==> src/rtl/emmc_req_arbiter.sv <==
// rtl/emmc_req_arbiter.sv - shares one emmc_sm block-transfer port between N_REQ requesters
//
// Purpose: picks one requester, issues a single start strobe to emmc_sm with that
// requester's we/blk_idx/blk_cnt, routes data strobes to the granted port only, and
// reports completion with an error flag when the byte count is wrong, the block
// count is zero, or emmc_sm never acknowledges the start.
//
// Ports:
//   clk_i, arst_ni          clock, asynchronous active-low reset
//   req_*_i                 per-requester request level, direction, block index/count, write data
//   req_dat_o/req_dvalid_o  read data (broadcast) and per-port data strobe
//   req_done_o/req_err_o    per-port one-cycle completion pulse and its error flag
//   grant_o, busy_o         current/last grant index, arbiter not idle
//   sm_*                    connection to emmc_sm (start/we/blk_idx/blk_cnt/dat, dat/dvalid/ready)
//
// Configuration: define EMMC_ARB_FIXED_PRIO_EN for fixed priority (lowest index wins);
// round-robin otherwise.
module emmc_req_arbiter #(
   parameter int N_REQ         = 2,
   parameter int BLK_CNT_WIDTH = 16,
   parameter int BLK_BYTES     = 512,
   parameter int ACK_TIMEOUT   = 64
) (
   input  logic                                  clk_i,
   input  logic                                  arst_ni,
   input  logic [N_REQ-1:0]                      req_i,
   input  logic [N_REQ-1:0]                      req_we_i,
   input  logic [N_REQ-1:0][15:0]                req_blk_idx_i,
   input  logic [N_REQ-1:0][BLK_CNT_WIDTH-1:0]   req_blk_cnt_i,
   input  logic [N_REQ-1:0][7:0]                 req_dat_i,
   output logic [7:0]                            req_dat_o,
   output logic [N_REQ-1:0]                      req_dvalid_o,
   output logic [N_REQ-1:0]                      req_done_o,
   output logic [N_REQ-1:0]                      req_err_o,
   output logic [$clog2(N_REQ)-1:0]              grant_o,
   output logic                                  busy_o,
   output logic                                  sm_start_o,
   output logic                                  sm_we_o,
   output logic [15:0]                           sm_blk_idx_o,
   output logic [BLK_CNT_WIDTH-1:0]              sm_blk_cnt_o,
   output logic [7:0]                            sm_dat_o,
   input  logic [7:0]                            sm_dat_i,
   input  logic                                  sm_dvalid_i,
   input  logic                                  sm_ready_i
);

   localparam int GW    = $clog2(N_REQ);
   localparam int LOG2B = $clog2(BLK_BYTES);
   localparam int CW    = BLK_CNT_WIDTH + LOG2B;
   localparam int TW    = $clog2(ACK_TIMEOUT + 1);

   typedef enum logic [2:0] {S_IDLE, S_ISSUE, S_WAIT_ACK, S_BUSY, S_DONE} state_e;

   state_e                   state_q, state_d;
   logic [GW-1:0]            grant_q, rr_q, win, cand;
   logic                     win_vld;
   logic                     we_q;
   logic [15:0]              idx_q;
   logic [BLK_CNT_WIDTH-1:0] cnt_q;
   logic [CW-1:0]            bytes_q;
   logic [CW-1:0]            exp_bytes;
   logic [TW-1:0]            timer_q;
   logic                     fail_q;
   logic                     mask_q;
   logic                     timeout;
   logic [N_REQ-1:0]         grant_oh;
   logic [N_REQ-1:0]         req_eff;

   assign grant_oh  = {{(N_REQ-1){1'b0}}, 1'b1} << grant_q;
   // The requester just completed may still hold req_i in the first IDLE cycle.
   assign req_eff   = req_i & ~(mask_q ? grant_oh : '0);
   assign exp_bytes = CW'(cnt_q) << LOG2B;
   assign timeout   = (state_q == S_WAIT_ACK) && sm_ready_i &&
                      (timer_q == TW'(ACK_TIMEOUT - 1));

   // Winner selection; the loop runs from lowest to highest priority so the last hit wins.
   always_comb begin
      win     = '0;
      win_vld = 1'b0;
      cand    = '0;
`ifdef EMMC_ARB_FIXED_PRIO_EN
      for (int i = N_REQ - 1; i >= 0; i--) begin
         cand = GW'(i);
         if (req_eff[cand]) begin
            win     = cand;
            win_vld = 1'b1;
         end
      end
`else
      for (int k = N_REQ; k >= 1; k--) begin
         cand = GW'((int'(rr_q) + k) % N_REQ);
         if (req_eff[cand]) begin
            win     = cand;
            win_vld = 1'b1;
         end
      end
`endif
   end

   always_ff @(posedge clk_i or negedge arst_ni) begin
      if (!arst_ni) begin
         state_q <= S_IDLE;
      end else begin
         state_q <= state_d;
      end
   end

   always_comb begin
      state_d = state_q;
      case (state_q)
         S_IDLE: begin
            if (win_vld && sm_ready_i) begin
               state_d = (req_blk_cnt_i[win] == '0) ? S_DONE : S_ISSUE;
            end
         end
         S_ISSUE:    state_d = S_WAIT_ACK;
         S_WAIT_ACK: begin
            if (!sm_ready_i) begin
               state_d = S_BUSY;
            end else if (timeout) begin
               state_d = S_DONE;
            end
         end
         S_BUSY:     if (sm_ready_i) state_d = S_DONE;
         S_DONE:     state_d = S_IDLE;
         default:    state_d = S_IDLE;
      endcase
   end

   always_comb begin
      sm_start_o   = (state_q == S_ISSUE);
      busy_o       = (state_q != S_IDLE);
      req_dvalid_o = '0;
      req_dat_o    = '0;
      sm_dat_o     = '0;
      req_done_o   = '0;
      req_err_o    = '0;
      if (state_q == S_BUSY) begin
         req_dvalid_o = grant_oh & {N_REQ{sm_dvalid_i}};
         req_dat_o    = sm_dat_i;
         sm_dat_o     = req_dat_i[grant_q];
      end
      if (state_q == S_DONE) begin
         req_done_o = grant_oh;
         req_err_o  = (fail_q || (bytes_q != exp_bytes)) ? grant_oh : '0;
      end
   end

   // Grant registers change only in IDLE, so sm_* stay stable for the whole transfer.
   always_ff @(posedge clk_i or negedge arst_ni) begin
      if (!arst_ni) begin
         grant_q <= '0;
         rr_q    <= '0;
         we_q    <= 1'b0;
         idx_q   <= '0;
         cnt_q   <= '0;
         bytes_q <= '0;
         timer_q <= '0;
         fail_q  <= 1'b0;
         mask_q  <= 1'b0;
      end else begin
         mask_q <= 1'b0;
         case (state_q)
            S_IDLE: begin
               if (win_vld && sm_ready_i) begin
                  grant_q <= win;
                  we_q    <= req_we_i[win];
                  idx_q   <= req_blk_idx_i[win];
                  cnt_q   <= req_blk_cnt_i[win];
                  fail_q  <= (req_blk_cnt_i[win] == '0);
               end
            end
            S_ISSUE:    timer_q <= '0;
            S_WAIT_ACK: begin
               bytes_q <= '0;
               timer_q <= timer_q + TW'(1);
               if (timeout) fail_q <= 1'b1;
            end
            S_BUSY: begin
               if (sm_dvalid_i && (bytes_q != '1)) bytes_q <= bytes_q + CW'(1);
            end
            S_DONE: begin
               rr_q   <= grant_q;
               mask_q <= 1'b1;
            end
            default: ;
         endcase
      end
   end

   assign grant_o      = grant_q;
   assign sm_we_o      = we_q;
   assign sm_blk_idx_o = idx_q;
   assign sm_blk_cnt_o = cnt_q;

endmodule

==> config.mk <==
export PLATFORM = sky130hd
export DESIGN_NAME = emmc_req_arbiter
export DESIGN_NICKNAME = d
export VERILOG_FILES = /design/src/rtl/emmc_req_arbiter.sv
export SDC_FILE = /design/constraint.sdc
export NUM_CORES = 1
export LEC_CHECK = 0
export CORE_MARGIN = 3
export CORE_UTILIZATION = 45
export DETAILED_ROUTE_END_ITERATION = 8
export GPL_ROUTABILITY_DRIVEN = 1
export PLACE_DENSITY = 0.8
export SETUP_SLACK_MARGIN = 0.15
export SYNTH_ARGS = -nofsm -noshare
export SYNTH_HDL_FRONTEND = slang
export SYNTH_SLANG_ARGS = --single-unit
==> constraint.sdc <==
create_clock -name clk_i -period 2.39 [get_ports clk_i]
set_input_delay 0.478 -clock clk_i [delete_from_list [all_inputs] [get_ports clk_i]]
set_output_delay 0.478 -clock clk_i [all_outputs]
set_load 0.03 [all_outputs]
==> out/results.ini <==
[sta]
period_share_pct = 103
hold_violations = 0
worstMarginPinSlew_ns = 0.518
min_period_ns = 2.46
worst_slack_ns = -0.0667
finalSetupViolCount = 2
slew_violations = 0
final.setup_skew_ns = 0.0152
fmax_mhz = 407
fin_setup_tns_ns = -0.126
rsz0062_at_grt = true
slew-limit-headroom_pct = 65.1

[setup_path]
cp_num_buf_inv = 2
worst_ep_required_time_ns = 1.91
cpLargestDelayFamily = simple AND/OR/NAND/NOR gates
startpoint_type = flip-flop
slowest_delay_ns = 0.39
path_class = reg2out
critPathSlowestCell = dfrtp_1
crit_fanout = 2
path_cells = xor2_1, nor4_2, nand4_1, nor4_2, buf_4, nor3_1, buf_4
arrival_ns = 1.98
worstSetupEndpointType = primary output

[floorplanning]
start_util_pct = 46.7
die_x_um = 101
core_um2 = 8760
num_rows = 34
die_y_um = 101
die_area_um2 = 10300
ioPinCount = 154

[synth]
async_reset_ff_share_pct = 100
synth_area_um2 = 4100
synth-edff-count = 0
synth_largest_area_cell = dfrtp_1
synth_commonest_cells = dfrtp_1 (72), nor2_1 (65), mux2i_1 (47)
syn_nets = 543
yosysMostFrequentCell = dfrtp_1
synth_seq_cells = 72
ys.flop_type = dfrtp_1
ys_top_cells_by_area = dfrtp_1 (44%), mux2i_1 (11%), nor2_1 (6.0%)
synth_top_area_share_pct = 44.0
ys_types = 45
yosysSeqAreaShare_pct = 44.0
synthCells = 444
yosysWarningCount = 0
synth.avg_cell_area_um2 = 9.22

[worst_hold_path]
hold_path_class = in2async

[layout]
area_growth_pct = 50.5
multi_input_area_um2 = 2200
final-seq-area_um2 = 1800
final_layout_size_suffix_gt1_share_pct = 14.7
antenna_cells = 0
finish.utilization_pct = 70.3
layout.nets = 721
final_area_um2 = 6160
nFillCells = 671

[flow_run]
drv_cap = 0

[grt]
antenna_found_initial = 0
grt_pass1_vias = 4015
grt_first_pass_wirelength_um = 19600
grt-ovfl-total = 0
grt_max_degree = 65
grt_usage_pct = 24.2

[cts]
clock_sink_count = 72
cts_root_buf = clkbuf_8
numCtsBuffers = 9
cts_tree = yes
clockBufferDepth = 2
worstSkewPairLatency_ns = 0.36
htreeDepth = 3
clkTransAtPathRegs_ns = 0.08

[power_and_ir_drop]
pwr_density_cell_nw_per_um2 = 967
total_leakage_power_nw = 2.68
peakVddDrop_mv = 0.682

[placement]
post_dp_cell_area_um2 = 5940
dp_hpwl_um = 9400
gp_congestion = 0.926
io_buffers = 153

[detailed_routing]
antenna_left = 0
wl_um = 12200
vias = 4017
first_iter_violations = 195
avgRoutedWirePerCell_um = 16.6
drtPass1Iterations = 5
viasPerCell = 5.47
drc = 0

[status]
failed_checks = negative setup slack
status = finished with violations

## registers in the layout, summed over array words and instances (netlist names)
register	flops
bytes_q	25
fail_q	1
grant_o	1
mask_q	1
rr_q	1
sm_blk_cnt_o	16
sm_blk_idx_o	16
sm_we_o	1
state_q	3
timer_q	7
## final cells by class
class / instances / share of cell area, %
well taps: 108 / 2.19
flip-flops and latches: 72 / 29.2
multi-input cells: 337 / 35.7
repair buffers: 193 / 29.4
clock buffers: 10 / 2.23
clock inverters: 6 / 0.690
inverters: 9 / 0.548
## stage by stage
step	instances	total power [mW]	hold WS (ns)	setup WS [ns]
floorplan	444	3.69	0.182	0.214
global placement	718	5.02	0.434	-0.272
detailed placement	718	5.08	0.444	-0.352
CTS	735	5.98	0.0685	-0.129
global route	735	6.33	0.0850	-0.184
finish	735	5.96	0.0616	-0.0667
## cell families after synthesis
logic type	synth area share [%]
AND/OR/NAND/NOR	22.9
AO/OA/AOI/OAI	10.6
flip-flops	44.0
multiplexers	11.5
buffers and inverters	3.67
XOR/XNOR	6.42
adder cells (fa/ha/maj)	0.917
## repair_timing
| item | in CTS | in global routing |
|---|---|---|
| endpoints found under the setup margin | 22 | 14 |
| setup buffers | 1 | 0 |
| hold buffers | 0 | 0 |
| gates cloned | 0 | 0 |
| pin swaps | 3 | 3 |
| resized for setup | 29 | 16 |
## power by group
| part | switching [mW] | leakage (nW) | internal, mW |
|---|---|---|---|
| logic | 1.85 | 1.70 | 1.36 |
| registers | 0.284 | 0.896 | 1.58 |
| clock network | 0.489 | 0.0887 | 0.407 |
## cells in the final DEF, fill, tap and decap left out, types with 2 or more instances in the layout
cell and n:
a211oi_1 6, a21o_1 2, a21oi_1 39, and2_1 3, and3_1 11, and4_2 3, buf_12 2, buf_4 50
clkbuf_8 10, clkdlybuf4s15_1 6, clkdlybuf4s50_1 127, clkinv_2 2, clkinvlp_4 2, dfrtp_1 72, dlygate4sd2_1 4, ha_1 2
inv_1 9, mux2i_1 47, nand2_1 30, nand2b_1 6, nand3_1 12, nand4_1 13, nor2_1 64, nor3_1 4
nor4_1 15, nor4_2 2, nor4b_2 2, o211ai_1 3, o21ai_0 14, o31ai_1 5, or3b_2 2, xnor2_1 25
xor2_1 5
## path summary, 6_finish.rpt
kind,from,to,cells past startpoint,slack (ns)
setup reg to reg,bytes_q[9],bytes_q[3],7,0.24
setup / recovery,sm_blk_cnt_o[15],req_err_o[0],7,-0.07
min in group clk_i,timer_q[5],timer_q[5],1,0.50
hold / removal,arst_ni,sm_we_o,1,0.06
max in group asynchronous,arst_ni,bytes_q[4],2,1.69
hold reg to reg,timer_q[5],timer_q[5],1,0.50
## layer usage
metal / GRT usage [%] / part of all wire [%] / up-vias / wire length (µm)
met5: 0 / 0 / - / 0
met1: 31.8 / 42 / 1901 / 5180
met4: 9.71 / 2.6 / 0 / 320
li1: - / - / 1931 / -
met3: 5.10 / 5.7 / 26 / 694
met2: 39.1 / 49 / 159 / 6040
No activity file was read; power rests on OpenSTA's default activity.
